### src/rtl/glitch_pkg.sv
// Shared types and widths for the glitch pulse generator and its configuring UART handler.
// Latency: none, this file holds only declarations.
// Backpressure: none.
package glitch_pkg;

    localparam int DELAY_W   = 16;
    localparam int WIDTH_W   = 8;
    localparam int NPULSE_W  = 8;
    localparam int SPACING_W = 16;
    localparam int CNT_W     = 16;

    typedef enum logic [2:0] {
        IDLE,
        DELAY,
        HIGH,
        LOW,
        DONE
    } state_t;

    // A spacing of zero still yields one low cycle so that adjacent pulses never merge.
    function automatic logic [CNT_W-1:0] gap_load(input logic [SPACING_W-1:0] sp);
        return (sp == '0) ? '0 : (sp - SPACING_W'(1));
    endfunction

    function automatic logic [CNT_W-1:0] width_load(input logic [WIDTH_W-1:0] w);
        return {{(CNT_W-WIDTH_W){1'b0}}, w} - CNT_W'(1);
    endfunction

endpackage

### src/rtl/glitch_pulse_gen_trigger_sync.sv
// Synchronises an asynchronous trigger pin and emits a one-cycle pulse on its rising edge.
// Latency: pulse is high in the cycle after sample edge E+SYNC_STAGES-1 (E = first high sample).
// Backpressure: none, the pulse is fire-and-forget.
module trigger_sync #(
    parameter int SYNC_STAGES = 2
) (
    input  logic clk,
    input  logic rst,
    input  logic trig_async,
    output logic trig_pulse
);

    logic [SYNC_STAGES-1:0] sync_q;
    logic                   prev_q;

    always_ff @(posedge clk) begin
        if (rst) begin
            sync_q <= '0;
            prev_q <= 1'b0;
        end else begin
            sync_q <= {sync_q[SYNC_STAGES-2:0], trig_async};
            prev_q <= sync_q[SYNC_STAGES-1];
        end
    end

    assign trig_pulse = sync_q[SYNC_STAGES-1] & ~prev_q;

endmodule

### src/rtl/glitch_pulse_gen.sv
// Delayed glitch pulse train generator started by a software strobe or an external trigger edge.
// Latency: first pulse delay+1 cycles after the start is sampled; outputs are registered.
// Backpressure: starts arriving outside IDLE/DONE are dropped, never queued.
module glitch_pulse_gen
    import glitch_pkg::*;
#(
    parameter int EXT_TRIG_EN = 1,
    parameter int SYNC_STAGES = 2
) (
    input  logic                 clk,
    input  logic                 rst,
    input  logic [DELAY_W-1:0]   delay_i,
    input  logic [WIDTH_W-1:0]   width_i,
    input  logic [NPULSE_W-1:0]  num_pulses_i,
    input  logic [SPACING_W-1:0] pulse_spacing_i,
    input  logic                 pulse_en_i,
    input  logic                 ext_trig_i,
    input  logic                 abort_i,
    output logic                 glitch_o,
    output logic                 busy_o,
    output logic                 done_o
);

    state_t               state_q, state_nx;
    logic [CNT_W-1:0]     cnt_q, cnt_nx;
    logic [NPULSE_W-1:0]  npul_q, npul_nx;
    logic [WIDTH_W-1:0]   width_q, width_nx;
    logic [SPACING_W-1:0] space_q, space_nx;
    logic                 ext_evt;
    logic                 start_evt;

    generate
        if (EXT_TRIG_EN != 0) begin : g_ext
            trigger_sync #(
                .SYNC_STAGES(SYNC_STAGES)
            ) u_trigger_sync (
                .clk        (clk),
                .rst        (rst),
                .trig_async (ext_trig_i),
                .trig_pulse (ext_evt)
            );
        end else begin : g_no_ext
            logic unused_ext;
            assign unused_ext = ext_trig_i;
            assign ext_evt    = 1'b0;
        end
    endgenerate

    assign start_evt = pulse_en_i | ext_evt;

    always_comb begin
        state_nx = state_q;
        cnt_nx   = cnt_q;
        npul_nx  = npul_q;
        width_nx = width_q;
        space_nx = space_q;
        case (state_q)
            IDLE, DONE: begin
                state_nx = IDLE;
                // DONE accepts a new start exactly as IDLE does.
                if (start_evt) begin
                    width_nx = width_i;
                    space_nx = pulse_spacing_i;
                    npul_nx  = num_pulses_i;
                    if (num_pulses_i == '0 || width_i == '0) begin
                        state_nx = DONE;
                    end else if (delay_i == '0) begin
                        state_nx = HIGH;
                        cnt_nx   = width_load(width_i);
                    end else begin
                        state_nx = DELAY;
                        cnt_nx   = delay_i - DELAY_W'(1);
                    end
                end
            end
            DELAY: begin
                if (cnt_q == '0) begin
                    state_nx = HIGH;
                    cnt_nx   = width_load(width_q);
                end else begin
                    cnt_nx = cnt_q - CNT_W'(1);
                end
            end
            HIGH: begin
                if (cnt_q != '0) begin
                    cnt_nx = cnt_q - CNT_W'(1);
                end else if (npul_q == NPULSE_W'(1)) begin
                    state_nx = DONE;
                end else begin
                    state_nx = LOW;
                    cnt_nx   = gap_load(space_q);
                    npul_nx  = npul_q - NPULSE_W'(1);
                end
            end
            LOW: begin
                if (cnt_q == '0) begin
                    state_nx = HIGH;
                    cnt_nx   = width_load(width_q);
                end else begin
                    cnt_nx = cnt_q - CNT_W'(1);
                end
            end
            default: state_nx = IDLE;
        endcase
        if (abort_i && state_q != IDLE) begin
            state_nx = IDLE;
        end
    end

    always_ff @(posedge clk) begin
        if (rst) begin
            state_q  <= IDLE;
            cnt_q    <= '0;
            npul_q   <= '0;
            width_q  <= '0;
            space_q  <= '0;
            glitch_o <= 1'b0;
            busy_o   <= 1'b0;
            done_o   <= 1'b0;
        end else begin
            state_q  <= state_nx;
            cnt_q    <= cnt_nx;
            npul_q   <= npul_nx;
            width_q  <= width_nx;
            space_q  <= space_nx;
            // Outputs are decoded from the next state so they line up with state_q while staying pure flops.
            glitch_o <= (state_nx == HIGH);
            busy_o   <= (state_nx == DELAY) || (state_nx == HIGH) || (state_nx == LOW);
            done_o   <= (state_nx == DONE);
        end
    end

endmodule

### config.mk
export PLATFORM = sky130hd
export DESIGN_NAME = glitch_pulse_gen
export DESIGN_NICKNAME = d
export VERILOG_FILES = /design/src/rtl/glitch_pkg.sv /design/src/rtl/glitch_pulse_gen_trigger_sync.sv /design/src/rtl/glitch_pulse_gen.sv
export SDC_FILE = /design/constraint.sdc
export NUM_CORES = 1
export LEC_CHECK = 0
export ABC_AREA = 1
export ABC_CLOCK_PERIOD_IN_PS = 1800
export CAP_MARGIN = 20
export CORE_MARGIN = 2
export CORE_UTILIZATION = 58
export CTS_BUF_LIST = sky130_fd_sc_hd__clkbuf_2 sky130_fd_sc_hd__clkbuf_4 sky130_fd_sc_hd__clkbuf_8
export CTS_CLUSTER_DIAMETER = 200
export CTS_CLUSTER_SIZE = 24
export DETAILED_ROUTE_END_ITERATION = 10
export GPL_ROUTABILITY_DRIVEN = 0
export HOLD_SLACK_MARGIN = 0.05
export PLACE_DENSITY = 0.81
export SYNTH_ARGS = -nofsm -noshare
export SYNTH_HDL_FRONTEND = slang
export SYNTH_SLANG_ARGS = --single-unit
### constraint.sdc
create_clock -name clk -period 1.8 [get_ports clk]
set_input_delay 0.27 -clock clk [delete_from_list [all_inputs] [get_ports clk]]
set_output_delay 0.27 -clock clk [all_outputs]
set_load 0.02 [all_outputs]
==> summary.txt, run 1 <==
Synth
  • Synth async-reset ratio: 0%
  • Synth Instances: 800
  • Synthesized area: 4608 sq um
  • Ys flop type: dfxtp_1
  • Yosys cell types: 31
  • Mapped Nets: 864
  • Sequential share of the synthesized area: 24.76%
  • EDFF count, synth: 0
  • Synth warnings: 0
  • Avg Inst Size Synth: 5.760 sq um
  • Register bit total from synthesis: 57

Routing
  • Wire per inst: 13.76 um
  • Antenna viol nets, final: 0
  • Number of DRC markers in iteration 0: 402
  • DRT Pass-1 Iters: 6
  • Drt via density: 5.425
  • Vias: 5561
  • DRC Markers: 0
  • Drt total wl: 14.11 mm

Setup path
  • CP endpoint kind: register
  • Largest fanout on the critical path: 4
  • CP dominant cell by count: nor2_1
  • FF-to-FF Start: space_q[0]$_SDFFE_PP0P_
  • Critical path's top delay family: simple AND/OR/NAND/NOR gates
  • Worst Setup SP: width_i[2]
  • Startpoint types: input port
  • Crit Path Category: in2reg
  • Critical Path AT: 2.01 ns
  • Worst path required time: 2.08 ns
  • Max incr delay on CP: 0.43 ns
  • Slowest cell on the critical path: clkdlybuf4s50_1
  • Critical path buffers and inverters: 2
  • CP Cell Sequence: clkdlybuf4s50_1 -> nor2_1 -> nand2_1 -> nor2_1 -> nor2_2 -> buf_4 -> o22ai_1 -> o211ai_1 -> nor2_1

Global routing
  • Tot GR Track Use: 33.28%
  • Number of global-route vias before repair: 5256
  • Largest net degree at the start of global routing: 46
  • First-pass GRT wire length: 23.10 mm
  • Initial antenna violation count: 0
  • Total grt overflow: 0

Timing
  • Final setup margin: 0.07276 ns
  • Max Slew Vio Count: 0
  • Crit path time final: 1.727 ns
  • Slew headroom: 75.11%
  • Least-Margin Pin Slew: 0.3734 ns
  • RSZ-0062 raised after global routing: yes
  • Final Setup Violations: 0
  • FMAX: 579.0 MHz
  • Hold Vio Cnt, Final: 0
  • Clock Skews: 0.009189 ns
  • Fin crit share: 95.96%

Layout
  • Most frequent cells in the layout: nand2_1, nor2_1, nand3_1, inv_1, buf_4
  • Cell Count, Final, Fillers Out: 1025
  • Nets: 982
  • Commonest non-fill, non-tap cell in the layout: nand2_1
  • Fraction of layout cells with a size suffix above 1: 16.58%
  • Final Util: 77.28%
  • Inserted Diodes: 0
  • Post-route cell area: 5972 sq um
  • Area grow syn2layout: 29.60%

CTS
  • # H-tree levels: 3
  • Clk buf depth: 2
  • Clock-pin slew on the worst setup and hold paths: 0.07 ns
  • Hold Buf Count CTS: 0
  • Clock root buffer: clkbuf_8
  • Total CTS buffers: 9
  • Skew-Pair Late Insertion Delay: 0.35 ns
  • Sink Count: 57
  • CTS tree: built

Placed design
  • # placed instances: 1007
  • Post-DP HPWL: 11.01 mm
  • Post-DP Area: 5699 sq um
  • Port Buffers: 55
  • Setup Slack @ Placement: -0.2848 ns

Die
  • Core Rows: 32
  • Initial Utilization: 59.63%
  • Die Y: 93.14 um
  • Die area: 8674 sq um
  • Die X: 93.14 um
  • I/O pins: 56
  • Core Region: 7727 sq um

Flow run
  • Max-cap viol count: 0

Hold path
  • Worst hold start: width_i[1]
  • HP Class: in2reg

Pwr
  • VDD IR-drop max: 0.6949 mV
  • Leak pwr: 2.839 nW
  • Total power: 4.599 mW
  • Power Dens Cells: 770.0 nW/um^2

Run status
  • Status: finished clean
-- power by group --
group	internal (mW)	total, mW	switching [mW]
sequential	1.41	1.57	0.159
clock	0.503	1.04	0.538
combinational	0.775	1.98	1.21
-- metal layers --
layer  vias up  wire (um)  GRT usage (%)
met5         -          0              0
li1       2800          -              -
met2       208       6853          57.37
met4         0        320          12.13
met3        32       1037          7.816
met1      2521       5898          40.36
-- worst paths after layout --
check,slack (ns),endpoint,depth (start not counted)
setup / recovery,0.07,state_q[2]$_SDFF_PP0_,9
hold / removal,0.38,width_q[1]$_SDFFE_PP0P_,4
setup reg to reg,0.10,cnt_q[8]$_SDFFE_PP0P_,10
hold reg to reg,0.41,g_ext.u_trigger_sync.sync_q[1]$_SDFF_PP0_,2
-- Yosys cell counts, types with 3 or more instances --
master	number	area share (%)
inv_1	74	6.0
o211ai_1	3	0.49
nor2_4	5	1.2
o21ai_0	44	4.8
nand2_1	222	18
ha_1	11	3.0
o21ai_1	22	2.4
xnor2_1	8	1.5
nor3_1	5	0.54
buf_6	7	1.7
nand2_2	9	1.2
nor2_1	144	12
nand4_1	7	0.95
nand3_1	84	9.1
clkbuf_1	11	0.90
a31oi_1	3	0.41
nor2_2	10	1.4
xor2_1	14	2.7
inv_2	7	0.57
dfxtp_1	57	25
a21oi_1	39	4.2
nand3_2	3	0.65
-- per-stage QoR --
| step | TNS (ns) | hold WS, ns |
|---|---|---|
| after floorplan | 0 | 0.3770 |
| after global placement | -4.279 | 0.3955 |
| after detailed placement | -5.075 | 0.4039 |
| after CTS | 0 | 0.4155 |
| after global routing | -0.06736 | 0.4308 |
| final | 0 | 0.3764 |
-- repair_timing --
| item | CTS | global route |
|---|---|---|
| endpoints found under the setup margin | 1 | 19 |
| cloned | 0 | 0 |
| setup buffers | 0 | 2 |
| pin swaps | 0 | 8 |
| gates resized for setup | 1 | 36 |
| endpoints found under the hold margin | 0 | 0 |
-- sequential cells by signal, summed over array words and instances (netlist names) --
name / flops
busy_o: 1
width_q: 8
space_q: 16
cnt_q: 16
g_ext.u_trigger_sync.prev_q: 1
done_o: 1
state_q: 3
npul_q: 8
glitch_o: 1
g_ext.u_trigger_sync.sync_q: 2
-- area by class of cell --
class	count	area, sq um
flip-flops and latches	57	1141
clock buffers	10	131.4
well taps	102	127.6
multi-input cells	640	3107
repair buffers	127	1110
fillers	645	1755
clock inverters	6	35.03
inverters	83	320.3
-- tightest hold or removal path, stage by stage --
cell and delay (ns):
dlymetal6s2s_1 0.12, buf_4 0.13, o21ai_0 0.07, a21oi_1 0.10
-- kinds of logic after synthesis --
| family | Yosys count | synth area share (%) |
|---|---|---|
| and+or+nand+nor | 491 | 45.15 |
| AOI/OAI and AO/OA | 116 | 13.30 |
| buffers and inverters | 103 | 9.612 |
| DFF | 57 | 24.76 |
| xor gates and xnor gates | 22 | 4.181 |
| adders and majority gates | 11 | 2.987 |
(Power assumes the default switching activity.)
==> inputs of run 2 (changes only) <==
Settings changed: ABC_CLOCK_PERIOD_IN_PS 1800 to default.
==> results of run 2 <==
Final layout, timing and power as in run 1 (identical DEF).
==> inputs of run 3 (changes only) <==
Settings changed: CTS_CLUSTER_SIZE 24 to default.
==> results of run 3 <==
Final layout, timing and power as in run 1 (identical DEF).
==> RTL edit 1, RTL diff (flow settings as in run 1) <==
Put one more register stage on the output `glitch_o`, without a reset. The value now appears one clock later. The other outputs are not delayed to match.
--- a/src/rtl/glitch_pulse_gen.sv
+++ b/src/rtl/glitch_pulse_gen.sv
@@ -22,2 +22,4 @@
 );
+
+    logic glitch_s0;
 
@@ -116,3 +118,3 @@
             space_q  <= '0;
-            glitch_o <= 1'b0;
+            glitch_s0 <= 1'b0;
             busy_o   <= 1'b0;
@@ -126,3 +128,3 @@
             // Outputs are decoded from the next state so they line up with state_q while staying pure flops.
-            glitch_o <= (state_nx == HIGH);
+            glitch_s0 <= (state_nx == HIGH);
             busy_o   <= (state_nx == DELAY) || (state_nx == HIGH) || (state_nx == LOW);
@@ -132,2 +134,6 @@
 
+    always_ff @(posedge clk) begin
+        glitch_o <= glitch_s0;
+    end
+
 endmodule
Formal check against the unedited RTL: not equivalent (a bounded check fails within 4 cycles, from zero or initial values and one cycle with rst high).
==> RTL edit 1 against run 1 <==
Worst setup slack got worse by 0.024 ns. Fmax fell by 1.3%. Sequential cell count rose by 1. Via count rose by 0.70%. Clock skew rose by 0.0024 ns. Clock power rose by 17%. Non-clock buffer count fell by 8. Power rose by 4.1%. Cell count fell by 0.39%. Cell area rose by 0.40%. Area after synthesis rose by 0.30%. Synthesized cell count rose by 0.63%. Routed wire length fell by 0.91%. Critical path type is now flip-flop to flip-flop. Highest routed layer unchanged.
==> RTL edit 1: results (changes against run 1) <==
outcome: "finished, final reports clean"  # unchanged
leakage_nw: 2.94  # was 2.84 nW
clkTransAtPathRegs_ns: 0.07  # about the same
drive_gt1_share_pct: 14.4  # was 16.6%
vias_per_cell: 5.48  # was 5.43
grt_start_max_net_pins: 48  # was 46
synth_fa_ha_area_share_pct: 2.98  # was 2.99%
ys_seq_area_share_pct: 25.1  # was 24.8%
clockBufferDepth: 2  # unchanged
antenna_found_initial: 0  # unchanged
async_flop_share_pct: 0  # unchanged
reg.largest.list: "cnt_q x16, space_q x16"  # unchanged
synth-compound-area-share_pct: 13.7  # was 13.3%
yosys-top-cells-area: "dfxtp_1 25%, nand2_1 18%, nor2_1 11%"  # was dfxtp_1 25%, nand2_1 18%, nor2_1 12%
synth_xor_area_share_pct: 3.79  # was 4.18%
drt_iter0_markers: 400  # was 402
nets: 978  # was 982
cp_slowest_stage_delay_ns: 0.37  # was 0.43 ns
slowest_stage: "dfxtp_1"  # was clkdlybuf4s50_1
grt_pass1_vias: 5325  # was 5,256
use_met1_pct: 39.8  # was 40.4%
clock_insertion_delay_worst_skew_ns: 0.34
dpl_worst_slack_ns: -0.257  # was -0.285 ns
mostFrequentLayoutCell: "nand2_1"  # unchanged
crit_path_end_kind: "flip-flop"  # unchanged
min-delay-start: "glitch_s0$_SDFF_PP0_"  # was width_i[1]
crit_arrival_ns: 1.99  # was 2.01 ns
irDropWorstVdd_mv: 0.469  # was 0.695 mV
r2r-start: "cnt_q[10]$_SDFFE_PP0P_"  # was space_q[0]$_SDFFE_PP0P_
first_pass_iters: 7  # was 6
hold_class: "flip-flop to flip-flop"  # was input port to flip-flop
place_area_mm2: 0.00572  # was 0.00570 mm^2
port_buffers: 55  # unchanged
synthMuxAreaShare_pct: 0.217  # was 0%
fin_skew_ns: 0.0116  # was 0.00919 ns
met2_usage_pct: 56.7  # was 57.4%
setup_viol: 0  # unchanged
cts_buffers: 9  # unchanged
routedWlPerCell_um: 13.7  # was 13.8 um
worst_pin_slew_ns: 0.382  # was 0.373 ns
cts_max_level: 3  # unchanged
syn_nets: 869  # was 864
grt_pass1_wl_mm: 23.3  # was 23.1 mm
use_met3_pct: 6.04  # was 7.82%
grt.total_usage_pct: 32.9  # was 33.3%
dp_hpwl_mm: 10.8  # was 11.0 mm
synth_cell_types: 35  # was 31
synthTopCellsByCount: "218 x nand2_1, 134 x nor2_1, 88 x inv_1"  # was 222 x nand2_1, 144 x nor2_1, 84 x nand3_1
crit_fanout: 8  # was 4
critical_path_class: "flip-flop to flip-flop"  # was input port to flip-flop
## RTL edit 1: power breakdown
part,internal [W],total (W),switching (W)
clock,0.000687,0.00122,0.000531
sequential,0.00144,0.00160,0.000161
combinational,0.000780,0.00197,0.00119
## RTL edit 1: kinds of logic (layout without fill, tap and decap cells)
logic type,count (synthesis),in the layout
xor gates and xnor gates,20,20
AOI/OAI and AO/OA,123,123
muxes,1,1
DFF,58,58
and+or+nand+nor,477,477
buffers and inverters,115,229
adders and majority gates,11,11
## RTL edit 1: final cells by class
cell class | count | area, um^2
Inverter | 94 | 358
Clock buffer | 11 | 145
Sequential cell | 58 | 1160
Fill cell | 621 | 1730
Tap cell | 102 | 128
Clock inverter | 5 | 53.8
Timing Repair Buffer | 119 | 1080
Multi-Input combinational cell | 632 | 3070
## RTL edit 1: path summary, 6_finish.rpt
kind | to | slack, ns | cells after the start
worst max-delay path | npul_q[4]$_SDFFE_PP0P_ | 0.05 | 9
worst min-delay path | glitch_o$_DFF_P_ | 0.33 | 0
worst max register to register | npul_q[4]$_SDFFE_PP0P_ | 0.05 | 9
worst min register to register | glitch_o$_DFF_P_ | 0.33 | 0
## RTL edit 1: per-stage QoR
stage	hold slack, ns	TNS (ns)	std cells
after floorplan	0.310	0	805
after global placement	0.312	-3.61	1005
after detailed placement	0.327	-4.10	1005
after CTS	0.333	0	1021
after global routing	0.355	-0.540	1021
final	0.329	0	1021
## RTL edit 1: what timing repair did
item                                    4_1_cts  5_1_grt
endpoints found under the setup margin        0       26
setup buffers                                 0        0
resized for setup                             0       34
## RTL edit 1: metal layers
layer / part of all wire [%] / up-vias
met5: 0 / -
met4: 3.7 / 0
met3: 7.2 / 50
met2: 47 / 242
met1: 42 / 2514
li1: - / 2794
==> RTL edit 2, RTL diff (settings of run 1) <==
Without the edit above. `EXT_TRIG_EN`: 1 -> 0.
--- a/src/rtl/glitch_pulse_gen.sv
+++ b/src/rtl/glitch_pulse_gen.sv
@@ -6,3 +6,3 @@
 #(
-    parameter int EXT_TRIG_EN = 1,
+    parameter int EXT_TRIG_EN = 0,
     parameter int SYNC_STAGES = 2
Formal check against the unedited RTL: not equivalent (a bounded check fails within 4 cycles, from zero or initial values and one cycle with rst high).
==> RTL edit 2 against run 1 <==
Sequential cell count decreased by 3. Routed wire length decreased by 5.0%. Power down 11%. Combinational power decreased by 10%. Fmax is 1.3% lower. Count of clock-buffer cells in the layout shrank 5. Sequential power decreased by 7%. Worst setup slack got worse by 0.022 ns. Worst hold slack gained 0.12 ns. Critical path depth rose by 2. Critical endpoint is now cnt_q[4]$_SDFFE_PP0P_. Global-route usage decreased by 2.0 points. Largest cell class unchanged. Area after synthesis down 4.0%. Largest power group unchanged. Cell area shrank 2.9%.
==> RTL edit 2: results (changes against run 1) <==
grt_pass1_vias: 4868  # was 5,256
yosys-top-cells-area: "dfxtp_1 24%, nand2_1 15%, nor2_1 9.9%"  # was dfxtp_1 25%, nand2_1 18%, nor2_1 12%
synthFlopType: "dfxtp_1"  # unchanged
cts_root_buf: "clkbuf_8"  # unchanged
cts_max_level: 2  # was 3
crit_arrival_ns: 2.02
antenna_cells: 0  # unchanged
grt_start_max_net_pins: 47  # was 46
whs_ns: 0.494  # was 0.376 ns
worst_pin_slew_ns: 0.381  # was 0.373 ns
fin_skew_ns: 0.0136  # was 0.00919 ns
nFillCells: 534  # was 645
grt_pass1_wl_mm: 21.6  # was 23.1 mm
cp_slowest_stage_delay_ns: 0.42
port_buffers: 54  # was 55
ys_seq_area_share_pct: 24.4  # was 24.8%
use_met3_pct: 3.73  # was 7.82%
place_area_mm2: 0.00550  # was 0.00570 mm^2
min-delay-start: "width_q[6]$_SDFFE_PP0P_"  # was width_i[1]
first_pass_iters: 5  # was 6
timing.rr.end: "cnt_q[3]$_SDFFE_PP0P_"  # was cnt_q[8]$_SDFFE_PP0P_
routed_wl_mm: 13.4  # was 14.1 mm
synthTopCellsByCount: "177 x nand2_1, 117 x nor2_1, 86 x nand3_1"  # was 222 x nand2_1, 144 x nor2_1, 84 x nand3_1
drive_gt1_share_pct: 16.9  # was 16.6%
hold_end: "width_q[6]$_SDFFE_PP0P_"  # was width_q[1]$_SDFFE_PP0P_
startpoint: "delay_i[1]"  # was width_i[2]
worst_r2r_path_depth: 12  # was 10
leakage_nw: 2.76  # was 2.84 nW
nets: 939  # was 982
r2r-start: "cnt_q[1]$_SDFFE_PP0P_"  # was space_q[0]$_SDFFE_PP0P_
synth_cell_types: 36  # was 31
routedWlPerCell_um: 13.7  # was 13.8 um
hold_depth: 2  # was 4
dpl_worst_slack_ns: -0.287  # was -0.285 ns
hold_class: "flip-flop to flip-flop"  # was input port to flip-flop
clkTransAtPathRegs_ns: 0.11  # was 0.07 ns
setup_ws_ns: 0.0508  # was 0.0728 ns
clock_insertion_delay_worst_skew_ns: 0.32  # was 0.35 ns
async_flop_share_pct: 0  # unchanged
syn_nets: 821  # was 864
grt.total_usage_pct: 31.3  # was 33.3%
irDropWorstVdd_mv: 0.465  # was 0.695 mV
crit_end: "cnt_q[4]$_SDFFE_PP0P_"  # was state_q[2]$_SDFF_PP0_
crit_fanout: 3  # was 4
dp_hpwl_mm: 10.3  # was 11.0 mm
drt_iter0_markers: 372  # was 402
use_met1_pct: 40.7  # was 40.4%
ys_warn_count: 0  # unchanged
vias_per_cell: 5.45  # was 5.43
outcome: "finished, final reports clean"  # unchanged
synth_cells: 757  # was 800
cts_buffers: 5  # was 9
reg.largest.list: "cnt_q x16, space_q x16"  # unchanged
antenna_found_initial: 0  # unchanged
dpl.cell_count: 958  # was 1,007
met2_usage_pct: 54.1  # was 57.4%
clockBufferDepth: 2  # unchanged
==> RTL edit 2: cell types whose count changed after synthesis, sizes merged, moves of 4 or more <==
cell / before / now
a21oi: 41 / 55
o21ai: 66 / 77
inv: 81 / 89
nand4: 7 / 11
nor2: 159 / 130
nand2: 231 / 190
==> RTL edit 2: kinds of logic after synthesis <==
group | synth area share (%)
and+or+nand+nor | 42.1
adders and majority gates | 3.11
AOI/OAI and AO/OA | 16.1
muxes | 0.226
DFF | 24.4
xor gates and xnor gates | 3.96
buffers and inverters | 10.1
==> RTL edit 2: what timing repair did <==
item                                    in CTS  in global routing
pin swaps                                    1                  9
gates cloned                                 0                  1
gates resized for setup                      1                 39
endpoints found under the setup margin      17                 27
setup buffers                                0                  8
hold buffers                                 0                  0
==> RTL edit 2: final cells by class <==
class                           instances  area [um^2]  share of cell area [%]
Timing Repair Buffer                  128         1120                    19.3
Multi-Input combinational cell        596         3000                    51.8
Sequential cell                        54         1080                    18.7
Clock buffer                            5         68.8                    1.19
Tap cell                               99          124                    2.14
Clock inverter                          3         40.0                   0.690
Inverter                               90          359                    6.19
==> RTL edit 2: layer usage <==
| layer | vias up | wire, um |
|---|---|---|
| li1 | 2683 | - |
| met1 | 2403 | 5860 |
| met2 | 194 | 6380 |
| met3 | 33 | 842 |
| met4 | 0 | 309 |
| met5 | - | 0 |
==> RTL edit 2: power breakdown <==
group / switching, W / internal (W)
clock network: 0.000422 / 0.000410
registers: 0.000130 / 0.00133
logic: 0.00105 / 0.000732
==> RTL edit 2: worst max-delay path: cells and delay by family <==
kind / cells / cell delay (ns)
buffers and inverters: 3 / 0.72
AO/OA/AOI/OAI: 1 / 0.13
adder cells (fa/ha/maj): 1 / 0.18
AND/OR/NAND/NOR: 6 / 0.71
